$ cat src/rtl/half_nn_pkg.sv
// Shared half-precision types, field masks and collector FSM encoding
// for the vector-dot-vector datapath.
package half_nn_pkg;

    typedef logic [15:0] half_t;

    localparam int    HALF_SIGN_BIT  = 15;
    localparam half_t HALF_EXP_MASK  = 16'h7C00;
    localparam half_t HALF_MANT_MASK = 16'h03FF;

    typedef enum logic {
        IDLE = 1'b0,
        SEND = 1'b1
    } collector_state_t;

    function automatic logic half_is_nan(input half_t v);
        return ((v & HALF_EXP_MASK) == HALF_EXP_MASK) && ((v & HALF_MANT_MASK) != '0);
    endfunction

endpackage

$ cat src/rtl/half_layer_collector_if.sv
// Input scalar stream and output vector-beat handshake of the layer collector.
interface half_layer_collector_if #(
    parameter int BITS  = 16,
    parameter int MULTS = 2
);
    logic            in_valid;
    logic [BITS-1:0] in_data;
    logic            out_valid;
    logic            out_ready;
    logic [BITS-1:0] out_data [MULTS];
    logic            out_last;

    modport slave (
        input  in_valid, in_data, out_ready,
        output out_valid, out_data, out_last
    );

    modport master (
        output in_valid, in_data, out_ready,
        input  out_valid, out_data, out_last
    );
endinterface

$ cat src/rtl/half_relu.sv
// Half-precision ReLU: negative non-NaN values (including -0 and -inf)
// become +0, everything else, NaN of either sign included, passes through.
module half_relu
    import half_nn_pkg::*;
(
    input  half_t a,
    output half_t y
);
    assign y = (a[HALF_SIGN_BIT] && !half_is_nan(a)) ? '0 : a;
endmodule

$ cat src/rtl/half_layer_collector.sv
// Gathers NEURONS dot-product results into ping-pong buffers and streams
// them out MULTS per beat. Define HALF_RELU_EN to apply ReLU on write.
module half_layer_collector
    import half_nn_pkg::*;
#(
    parameter int BITS    = 16,
    parameter int NEURONS = 10,
    parameter int MULTS   = 2
) (
    input  logic                   clk,
    input  logic                   rstn,
    half_layer_collector_if.slave  bus,
    output logic                   overflow
);
    localparam int CHUNKS = NEURONS / MULTS;
    localparam int CW     = (CHUNKS > 1) ? $clog2(CHUNKS) : 1;
    localparam int IW     = (NEURONS > 1) ? $clog2(NEURONS) : 1;
    localparam logic [CW-1:0] LAST_CHUNK = CW'(CHUNKS - 1);
    localparam logic [IW-1:0] LAST_IDX   = IW'(NEURONS - 1);

    generate
        if (NEURONS % MULTS != 0) begin : g_bad_shape
            $error("NEURONS must be a multiple of MULTS");
        end
    endgenerate

    logic [BITS-1:0]  mem [2][NEURONS];
    logic [1:0]       full;
    logic [1:0]       set_mask;
    logic [1:0]       clr_mask;
    logic             wr_buf;
    logic             rd_buf;
    logic [IW-1:0]    wr_idx;
    logic [CW-1:0]    rd_chunk;
    logic [CW-1:0]    chunk_nx;
    collector_state_t state;
    collector_state_t state_nx;
    logic [BITS-1:0]  wr_data;
    logic             wr_en;
    logic             wr_done;
    logic             rd_done;
    logic             valid;

`ifdef HALF_RELU_EN
    half_relu u_relu (
        .a (bus.in_data),
        .y (wr_data)
    );
`else
    assign wr_data = bus.in_data;
`endif

    assign wr_en    = bus.in_valid && !full[wr_buf];
    assign wr_done  = wr_en && (wr_idx == LAST_IDX);
    assign set_mask = wr_done ? (wr_buf ? 2'b10 : 2'b01) : 2'b00;
    assign clr_mask = rd_done ? (rd_buf ? 2'b10 : 2'b01) : 2'b00;

    always_ff @(posedge clk or negedge rstn) begin
        if (!rstn) begin
            wr_idx   <= '0;
            wr_buf   <= 1'b0;
            overflow <= 1'b0;
        end else begin
            if (bus.in_valid && full[wr_buf])
                overflow <= 1'b1;
            if (wr_en) begin
                if (wr_done) begin
                    wr_idx <= '0;
                    wr_buf <= ~wr_buf;
                end else begin
                    wr_idx <= wr_idx + 1'b1;
                end
            end
        end
    end

    // Buffer contents are deliberately not reset; full flags gate their use.
    always_ff @(posedge clk) begin
        if (wr_en)
            mem[wr_buf][wr_idx] <= wr_data;
    end

    always_ff @(posedge clk or negedge rstn) begin
        if (!rstn) begin
            state    <= IDLE;
            rd_chunk <= '0;
            rd_buf   <= 1'b0;
            full     <= '0;
        end else begin
            state    <= state_nx;
            rd_chunk <= chunk_nx;
            if (rd_done)
                rd_buf <= ~rd_buf;
            full <= (full | set_mask) & ~clr_mask;
        end
    end

    always_comb begin
        state_nx = state;
        chunk_nx = rd_chunk;
        rd_done  = 1'b0;
        valid    = 1'b0;
        case (state)
            IDLE: begin
                if (full[rd_buf]) begin
                    state_nx = SEND;
                    chunk_nx = '0;
                end
            end
            SEND: begin
                valid = 1'b1;
                if (bus.out_ready) begin
                    if (rd_chunk == LAST_CHUNK) begin
                        rd_done  = 1'b1;
                        state_nx = IDLE;
                    end else begin
                        chunk_nx = rd_chunk + 1'b1;
                    end
                end
            end
            default: state_nx = IDLE;
        endcase
    end

    assign bus.out_valid = valid;

    // The draining buffer cannot be written while full, so data holds under stall.
    always_comb begin
        bus.out_last = valid && (rd_chunk == LAST_CHUNK);
        for (int j = 0; j < MULTS; j++)
            bus.out_data[j] = valid ? mem[rd_buf][IW'(int'(rd_chunk) * MULTS + j)] : '0;
    end

endmodule

$ cat src/flat_wrapper.sv
// flat-port wrapper written by rule: the top's interface ports become plain ports
module half_layer_collector_flat import half_nn_pkg::*;
#(
    parameter int BITS    = 16,
    parameter int NEURONS = 10,
    parameter int MULTS   = 2
)
  (clk, rstn, overflow, bus_in_valid, bus_in_data, bus_out_ready, bus_out_valid, bus_out_data, bus_out_last);
  half_layer_collector_if #(.BITS(BITS), .MULTS(MULTS)) bus_i ();
  input  logic clk;
  input  logic rstn;
  output logic overflow;
  input wire logic [$bits(bus_i.in_valid)-1:0] bus_in_valid;
  input wire logic [$bits(bus_i.in_data)-1:0] bus_in_data;
  input wire logic [$bits(bus_i.out_ready)-1:0] bus_out_ready;
  output wire logic [$bits(bus_i.out_valid)-1:0] bus_out_valid;
  output wire logic [$bits(bus_i.out_data)-1:0] bus_out_data;
  output wire logic [$bits(bus_i.out_last)-1:0] bus_out_last;
  assign bus_i.in_valid = bus_in_valid;
  assign bus_i.in_data = bus_in_data;
  assign bus_i.out_ready = bus_out_ready;
  assign bus_out_valid = bus_i.out_valid;
  assign bus_out_data = {>>{bus_i.out_data}};
  assign bus_out_last = bus_i.out_last;
  half_layer_collector #(.BITS(BITS), .NEURONS(NEURONS), .MULTS(MULTS)) u_core (.clk(clk), .rstn(rstn), .bus(bus_i), .overflow(overflow));
endmodule
$ cat config.mk
export PLATFORM = sky130hd
export DESIGN_NAME = half_layer_collector_flat
export DESIGN_NICKNAME = d
export VERILOG_FILES = /design/src/rtl/half_nn_pkg.sv /design/src/rtl/half_layer_collector_if.sv /design/src/rtl/half_relu.sv /design/src/rtl/half_layer_collector.sv /design/src/flat_wrapper.sv
export SDC_FILE = /design/constraint.sdc
export NUM_CORES = 1
export LEC_CHECK = 0
export CORE_ASPECT_RATIO = 2
export CORE_UTILIZATION = 54
export CTS_CLUSTER_DIAMETER = 80
export CTS_CLUSTER_SIZE = 25
export DETAILED_ROUTE_END_ITERATION = 8
export GPL_TIMING_DRIVEN = 1
export PLACE_DENSITY_LB_ADDON = 0.1
export REMOVE_ABC_BUFFERS = 1
export SYNTH_ARGS = -nofsm -noshare
export SYNTH_HDL_FRONTEND = slang
export SYNTH_SLANG_ARGS = --single-unit
$ cat constraint.sdc
create_clock -name clk -period 3.14 [get_ports clk]
set_input_delay 0.785 -clock clk [delete_from_list [all_inputs] [get_ports clk]]
set_output_delay 0.785 -clock clk [all_outputs]
set_load 0.01 [all_outputs]
==> qor.txt, run 1 <==
R2r worst-path depth - 4
Max Fclk - 306 MHz
Post-synth top area cell - edfxtp_1
# H-tree levels - 1
Final Hold Vio Count - 0
First-pass GRT wire length - 44900 um
Cell mode on critical path - buf_12
Synthesized area - 13400 um2
Final worst path period share - 104%
Crit Path Category - reg2out
Drt first pass iters - 5
Max VDD drop - 677 uV
Endpoint type of the worst setup path - primary output
Power Dens Cells - 833 nW/um2
CP startpoint - u_core.rd_buf
Final worst setup slack - -125 ps
Worst R2R Setup Slack - 760 ps
Global route overflow - 0
Power, Total - 13.0 mW
TritonCTS Buffers - 17
Net count, final - 855
Register bit total from synthesis - 333
Worst hold slack - 489 ps
# DRC - 0
Clk pin slew, worst setup/hold paths - 110 ps
Core area - 24400 um2
Die area - 25500 um2
Synth unique cells - 39
Ys flop type - edfxtp_1
WP depth - 8
Final Critical Period - 3260 ps
Slowest stage delay, CP - 570 ps
Setup crit start kind - register
Share of cells above drive strength 1 - 30.6%
Routed WL - 29600 um
Asr flop ratio synth - 3.90%
EDFF count, synth - 320
Largest net degree at the start of global routing - 33
Number of port buffers - 54
Leak - 5.19 nW
CP max-delay cell - dfrtp_4
Post-Synthesis Cells - 723
Clock Tree Buf Depth - 3
Yosys warning total - 0
Post-DRT Antenna Nets - 0
Outcome - complete, but fails checks
Post-CTS Hold Fix Bufs - 0
CTS tree - yes
CP max FO - 8
Crit-path leading delay family - buffers and inverters
Final Non-Filler Cells - 1166
Bufs and invs on worst path - 5
DP HPWL - 17600 um
CP Cell Sequence - buf_12, buf_12, buf_16, buf_6, mux2i_1, a221o_1, a211oi_2, buf_2
Vias in the first global route - 7592
Max-slew headroom - 49.3%
Hold Crit Class - reg2reg
Initial antenna violation count - 0
Clock network latency to the later pin of the worst-skew pair - 510 ps
DIE WIDTH - 113 um
Worst-margin pin slew - 758 ps
Via count - 7159
Diodes inserted - 0
Failing checks - negative setup slack
Top post-synthesis cells by area - edfxtp_1, mux4_2, mux2i_1
Share of the synthesized area in the top cell type - 71.7%
Worst setup path end - bus_out_data[19]
Final Slew Violations - 0
Worst Path Arrival - 2480 ps
Post-DR vias/cell - 6.14
Die H - 225 um
Final setup viols - 17
Count of clock tree sinks - 333
Most numerous cell in the Yosys netlist - edfxtp_1
Row count - 81
FF-to-FF End - u_core.mem[0][22]
# Max-Cap Violations - 0
Syn Area/Cell - 18.5 um2
Unrepaired setup endpoints after global routing - yes
Syn-to-layout area delta - 16.6%
Placed cells - 1117
CP required - 2350 ps
Sequential fraction of the synthesis area - 74.1%
Most frequent cells after synthesis - edfxtp_1, mux2i_1, a211oi_1
DR WL/cell - 25.4 um
CTS root buf - clkbuf_16
Starting Density - 54.9%
# IOs - 55
RD Place Congestion - 0.759
Skew final - 26.0 ps
Total Routing Usage GR - 24.2%
R2r startpoint - u_core.wr_buf
Starting DRT DRC Count - 378
[worst min path at each step]
stage / start / to / slack [ps] / depth (start not counted)
floorplan: rstn / u_core.full[0] / 490 / 0
global placement: u_core.overflow / u_core.overflow / 460 / 1
detailed placement: u_core.overflow / u_core.overflow / 470 / 1
CTS: u_core.overflow / u_core.overflow / 490 / 1
global route: u_core.overflow / u_core.overflow / 530 / 1
finish: u_core.overflow / u_core.overflow / 490 / 1
[kinds of logic after synthesis]
kind of cell             after synthesis  synth area share [%]
AND/OR/NAND/NOR                       78                  2.55
multiplexers                         133                  13.3
flip-flops                           333                  74.1
adder cells (fa/ha/maj)                6                 0.560
AO/OA/AOI/OAI                        114                  6.85
XOR/XNOR                               2                 0.131
buffers and inverters                 57                  2.48
[sequential cells by signal, indices dropped and copies added (netlist names)]
name             count
u_core.rd_buf        1
u_core.mem         320
u_core.wr_idx        4
u_core.state         1
u_core.rd_chunk      3
u_core.overflow      1
u_core.wr_buf        1
u_core.full          2
[per-layer routing]
layer | global-route usage, % | routed length [um] | up-vias | part of all wire (%)
met3 | 2.10 | 1120 | 56 | 3.8
met2 | 44.6 | 16300 | 194 | 55
met1 | 29.1 | 11200 | 3763 | 38
met5 | 0 | 0 | - | 0
li1 | - | - | 3146 | -
met4 | 9.21 | 927 | 0 | 3.1
[power by group]
group	switching (mW)	internal, mW	leakage (nW)
sequential	0.183	5.20	3.03
combinational	2.71	2.60	1.93
clock	1.31	1.02	0.226
[timing repair]
action / CTS / global route
cloned: 7 / 0
gates resized for setup: 187 / 24
hold endpoints to repair: 0 / 0
buffers inserted: 13 / 8
pin swaps: 37 / 22
endpoints found under the setup margin: 33 / 33
[stage by stage]
step                      setup TNS (ps)  cell area (um2)  worst slack [ps]  util (%)
after floorplan                  -104690            13100             -2930         -
after global placement                 0            14600              40.8      59.9
after detailed placement           -5.13            14600             -5.13      59.9
after CTS                          -1480            15600             -91.7      63.7
after global routing               -2820            15600              -218      64.0
final                               -921            15600              -125      64.0
[layout make-up]
type,instances,area (um2)
Clock buffer,23,448
Clock inverter,1,20.0
Fill cell,1717,8790
Inverter,9,33.8
Multi-Input combinational cell,333,3420
Sequential cell,333,9940
Tap cell,332,415
Timing Repair Buffer,135,1350
[cell usage in the layout (no fill, tap or decap), types with 20 or more instances in the layout]
master / synthesis / layout
buf_2: 10 / 29
mux2_2: 34 / 34
mux2i_1: 65 / 65
nand2_1: 38 / 38
a211oi_2: 0 / 48
nor2_1: 20 / 20
a221o_1: 33 / 33
edfxtp_1: 320 / 320
buf_4: 2 / 50
clkdlybuf4s50_1: 0 / 21
mux4_2: 32 / 32
Note: power is estimated with default switching activity, not from simulation.
==> run 2, diff against run 1 <==
- SKIP_LAST_GASP: default -> 1
- SYNTH_HIERARCHICAL: default -> 1
==> qor.txt, run 2 <==
Outcome - complete, but fails checks
Failing checks - negative setup slack
Starting DRT DRC Count - 504 (+33%)
Fin area - 15800 um2 (+0.78%)
# Max-Cap Violations - 0 (unchanged)
Max-slew headroom - 48.8% (-0.53 points)
CTS tree - yes
Global route overflow - 0 (unchanged)
Sequential fraction of the synthesis area - 74.1% (about the same)
Via count - 7153 (-0.084%)
Slowest stage delay, CP - 500 ps (-70 ps)
Die H - 225 um (about the same)
Post-DRT Antenna Nets - 0 (unchanged)
Biggest regs - u_core/mem: 320 flops, u_core/wr_idx: 4 flops, u_core/rd_chunk: 3 flops
Asr flop ratio synth - 3.90% (unchanged)
Worst-margin pin slew - 765 ps (+7.89 ps)
RD Place Congestion - 0.790 (+4.1%)
Syn Area/Cell - 18.5 um2 (about the same)
# H-tree levels - 1 (unchanged)
Share of cells above drive strength 1 - 30.9% (+0.29 points)
Post-DP Area - 14700 um2 (+0.62%)
Top post-synthesis cells by area - edfxtp_1, mux4_2, mux2i_1
Final worst path period share - 101% (-3.0 points)
CP max FO - 8 (unchanged)
Endpoint type of the worst setup path - primary output
Yosys warning total - 6 (+6)
Diodes inserted - 0 (unchanged)
Total Routing Usage GR - 24.6% (+0.44 points)
Final worst setup slack - -29.8 ps (+94.8 ps)
Drt first pass iters - 6 (+1)
Final Slew Violations - 0 (unchanged)
Hold Crit Class - reg2reg
Post-Synthesis Cells - 723 (unchanged)
DIE WIDTH - 113 um (about the same)
Multi-input logic area - 3430 um2 (+0.33%)
Ys flop type - edfxtp_1
Post-synth top area cell - edfxtp_1
Core Util, Final - 64.5% (+0.50 points)
Row count - 81 (unchanged)
CP Cell Sequence - buf_6, buf_12, buf_12, mux4_2, a211oi_2, a211oi_2, buf_2
Filler cells - 1718 (+0.058%)
Leak - 5.21 nW (+0.51%)
Post-DR vias/cell - 6.11 (-0.51%)
Final setup viols - 5 (-12)
# IOs - 55 (unchanged)
CP max-delay cell - mux4_2
Worst hold slack - 491 ps (+1.77 ps)
Core area - 24400 um2 (unchanged)
Register area - 9940 um2 (about the same)
DP HPWL - 18100 um (+2.8%)
Most common cell after layout, fill and taps aside - edfxtp_1
Starting Density - 54.9% (about the same)
Power Dens Cells - 841 nW/um2 (+0.93%)
Clk pin slew, worst setup/hold paths - 100 ps (about the same)
Largest net degree at the start of global routing - 33 (unchanged)
Most frequent cells after synthesis - edfxtp_1, mux2i_1, a211oi_1
EDFF count, synth - 320 (unchanged)
TritonCTS Buffers - 17 (unchanged)
CP required - 2350 ps (about the same)
Syn-to-layout area delta - 17.5%
Initial antenna violation count - 0 (unchanged)
Die area - 25500 um2 (about the same)
Max Fclk - 315 MHz (+3.0%)
Max FFs per register - 320 (unchanged)
Setup crit start kind - register
Unrepaired setup endpoints after global routing - yes
Most numerous cell in the Yosys netlist - edfxtp_1
Synthesized area - 13400 um2 (about the same)
Skew final - 21.3 ps (-4.75 ps)
Most frequent cells in the layout - edfxtp_1, mux2i_1, a211oi_2
Largest Register - u_core/mem
Final Hold Vio Count - 0 (unchanged)
Share of the synthesized area in the top cell type - 71.7% (about the same)
CTS root buf - clkbuf_16
Vias in the first global route - 7581 (-0.14%)
Count of clock tree sinks - 333 (unchanged)
Final Critical Period - 3170 ps (-94.8 ps)
Net count, final - 854 (-0.12%)
Number of port buffers - 54 (unchanged)
Max VDD drop - 618 uV (-8.8%)
Clock Tree Buf Depth - 3 (unchanged)
Worst Path Arrival - 2380 ps (-100 ps)
Crit Path Category - reg2out
Routed WL - 29900 um (+1.2%)
# DRC - 0 (unchanged)
Dpl ws - -14.4 ps (-9.30 ps)
Register bit total from synthesis - 333 (unchanged)
DR WL/cell - 25.6 um (+0.72%)
First-pass GRT wire length - 45500 um (+1.2%)
Post-CTS Hold Fix Bufs - 0 (unchanged)
Clock network latency to the later pin of the worst-skew pair - 520 ps (about the same)
Synth unique cells - 39 (unchanged)
run 2: changes by cell type in the layout (fill, tap and decap cells not counted), sizes merged:
cell           change
clkdlybuf4s50      +1
clkbuf             +7
clkdlybuf4s15      -1
buf                -2
inv                +1
dlymetal6s2s       -1
run 2: per-stage QoR:
stage | power [mW] | TNS [ps] | std cells
3_5_place_dp | 10.3 | -14.4 | 1119
4_1_cts | 13.2 | -323 | 1167
6_report | 13.3 | -63.5 | 1171
2_1_floorplan | 8.11 | -104690 | 675
5_1_grt | 13.8 | -1360 | 1171
3_3_place_gp | 10.2 | -11.8 | 1119
run 2: routing by layer:
layer	vias to the layer above	wire (um)	global-route usage (%)
met5	-	0	0
met4	0	971	9.25
met3	58	1140	2.40
met2	190	16300	44.4
met1	3752	11500	30.4
li1	3153	-	-
run 2: cells by family after synthesis:
family / after synthesis / share of synthesized area [%]
buf+inv: 57 / 2.49
flops: 333 / 74.1
fa+ha+maj: 6 / 0.560
simple gates: 78 / 2.55
xor+xnor: 2 / 0.131
mux: 133 / 13.3
compound gates: 114 / 6.85
run 2: repair_timing:
item	in CTS	in global routing
resized for setup	191	20
endpoints found under the setup margin	32	33
setup buffers	12	2
pin swaps	45	22
gates cloned	7	2
run 2: final cells by class:
| cell class | instances | area share (%) |
|---|---|---|
| clock buffers | 28 | 2.96 |
| repair buffers | 134 | 9.11 |
| multi-input cells | 333 | 21.8 |
| inverters | 9 | 0.214 |
| clock inverters | 2 | 0.183 |
| well taps | 332 | 2.64 |
| flip-flops and latches | 333 | 63.1 |
run 2: report_power, final:
group | total [mW] | switching [mW] | internal, mW
registers | 5.37 | 0.175 | 5.20
clock network | 2.38 | 1.33 | 1.05
logic | 5.49 | 2.76 | 2.73
run 2: critical path, delay by kind of cell (launching register included):
kind | cells | cell delay [ps]
buf+inv | 4 | 570
mux | 1 | 500
flops | 1 | 480
compound gates | 2 | 290
run 2: path summary, 6_finish.rpt:
check	startpoint	to	slack, ps	cells after the start
worst min register to register	u_core/overflow	u_core/overflow	490	1
min in group asynchronous	rstn	u_core/overflow	630	1
max in group asynchronous	rstn	u_core/rd_buf	2060	1
worst min-delay path	u_core/overflow	u_core/overflow	490	1
worst max-delay path	u_core/rd_buf	bus_out_data[31]	-30	7
worst max register to register	u_core/wr_buf	u_core/mem[1][26]	820	4
==> run 3, diff against run 2 <==
- CORE_ASPECT_RATIO: 2 -> default
- PLACE_DENSITY: default -> 0.75
- PLACE_DENSITY_LB_ADDON: 0.1 -> default
==> qor.txt, run 3 (synthesis results as in run 2) <==
# Max-Cap Violations - 0 (unchanged)
Placed cells - 1104 (-1.3%)
Max VDD drop - 427 uV (-31%)
Unrepaired setup endpoints after global routing - yes
Via count - 7232 (+1.1%)
Routed WL - 29100 um (-2.8%)
Share of cells above drive strength 1 - 30.0% (-0.85 points)
Power, Total - 13.0 mW (-2.0%)
Core area - 24300 um2 (-0.43%)
TritonCTS Buffers - 17 (unchanged)
DR WL/cell - 25.1 um (-1.9%)
Number of port buffers - 54 (unchanged)
Post-DP Area - 14600 um2 (-1.0%)
Final Slew Violations - 0 (unchanged)
Final setup viols - 7 (+2)
Fin area - 15500 um2 (-1.4%)
CP required - 2350 ps (about the same)
Skew final - 33.7 ps (+12.4 ps)
Worst-margin pin slew - 765 ps (-0.551 ps)
RD Place Congestion - 0.776 (-1.8%)
# IOs - 55 (unchanged)
Vias in the first global route - 7395 (-2.5%)
Max-slew headroom - 48.8% (about the same)
CP max-delay cell - dfrtp_4
Outcome - complete, but fails checks
Worst hold slack - 510 ps (+18.8 ps)
Final Non-Filler Cells - 1160 (-0.94%)
Starting DRT DRC Count - 758 (+50%)
CTS root buf - clkbuf_16
Post-DR vias/cell - 6.23 (+2.1%)
Power Dens Cells - 836 nW/um2 (-0.62%)
Hold Crit Class - reg2reg
Setup crit start kind - register
Die area - 25400 um2 (-0.15%)
DIE WIDTH - 160 um (+41%)
Count of clock tree sinks - 333 (unchanged)
Cell mode on critical path - buf_12
Most frequent cells in the layout - edfxtp_1, mux2i_1, buf_4
DP HPWL - 16200 um (-10%)
Starting Density - 55.1% (+0.24 points)
Global route overflow - 0 (unchanged)
Final worst path period share - 102% (+0.87 points)
Largest Register - u_core/mem
Post-CTS Hold Fix Bufs - 0 (unchanged)
Total Routing Usage GR - 23.2% (-1.4 points)
Diodes inserted - 0 (unchanged)
Largest net degree at the start of global routing - 41 (+24%)
First-pass GRT wire length - 43800 um (-3.6%)
Clock network latency to the later pin of the worst-skew pair - 510 ps (about the same)
Drt first pass iters - 5 (-1)
Slowest stage delay, CP - 590 ps (+90 ps)
# H-tree levels - 1 (unchanged)
Final Critical Period - 3200 ps (+27.2 ps)
Die H - 160 um (-29%)
CTS tree - yes
CP Cell Sequence - buf_12, buf_12, buf_8, mux2i_1, a221o_1, a211oi_1, buf_2
# DRC - 0 (unchanged)
Leak - 5.14 nW (-1.4%)
Final Hold Vio Count - 0 (unchanged)
Clock Tree Buf Depth - 3 (unchanged)
Max FFs per register - 320 (unchanged)
Crit Path Category - reg2out
Max Fclk - 313 MHz (-0.85%)
Endpoint type of the worst setup path - primary output
Syn-to-layout area delta - 15.9%
Initial antenna violation count - 0 (unchanged)
Row count - 57 (-30%)
Clk pin slew, worst setup/hold paths - 100 ps (about the same)
Biggest regs - u_core/mem: 320 flops, u_core/wr_idx: 4 flops, u_core/rd_chunk: 3 flops
Failing checks - negative setup slack
CP max FO - 8 (unchanged)
Post-DRT Antenna Nets - 0 (unchanged)
Worst Path Arrival - 2410 ps (+30 ps)
Most common cell after layout, fill and taps aside - edfxtp_1
Final worst setup slack - -57.0 ps (-27.2 ps)
Net count, final - 852 (-0.23%)
==> run 3: final timing paths <==
path                                  from                end  slack (ps)  cells past startpoint
setup / recovery             u_core/rd_buf   bus_out_data[17]         -60                      7
hold / removal             u_core/overflow    u_core/overflow         510                      1
setup reg to reg             u_core/wr_buf  u_core/mem[1][25]         860                      4
hold reg to reg            u_core/overflow    u_core/overflow         510                      1
max in group asynchronous             rstn      u_core/rd_buf        2000                      1
min in group asynchronous             rstn   u_core/wr_idx[1]         660                      1
==> run 3: metal layers <==
layer | GRT usage, % | share of wire [%] | wire [um] | vias to the layer above
met4 | 6.34 | 2.0 | 583 | 0
met2 | 38.8 | 50 | 14500 | 308
met3 | 3.15 | 7.1 | 2060 | 57
li1 | - | - | - | 3146
met1 | 32.2 | 41 | 11900 | 3721
met5 | 0 | 0 | 0 | -
==> run 3: timing repair <==
item,CTS,global route
setup endpoints to repair,33,31
resized for setup,189,20
buffers inserted,16,11
pin swaps,33,30
gates cloned,7,1
==> run 3: final cells by class <==
type	count	area, um2
fill	1599	8790
sequential	333	9940
clock inverter	1	20.0
inverter	9	33.8
multi-input combinational	333	3410
clock buffer	28	467
timing repair buffer	132	1260
tap	324	405
==> run 3: power breakdown <==
| group | switching, mW | leakage [nW] | total, mW | internal (mW) |
|---|---|---|---|---|
| registers | 0.184 | 3.03 | 5.38 | 5.20 |
| clock network | 1.31 | 0.232 | 2.36 | 1.05 |
| logic | 2.70 | 1.87 | 5.24 | 2.54 |
==> run 3: critical path: cells and delay by family, from the launching register on <==
kind / cells / cell delay (ps)
buffers and inverters: 4 / 630
muxes: 1 / 110
AOI/OAI and AO/OA: 2 / 580
DFF: 1 / 590
==> run 3: through the flow <==
step	util [%]	TNS [ps]	worst slack, ps
finish	63.9	-172	-57.0
global placement	59.9	-595	-45.2
global route	63.9	-1330	-118
floorplan	-	-104690	-2930
detailed placement	59.9	-989	-80.5
CTS	63.8	-527	-79.7
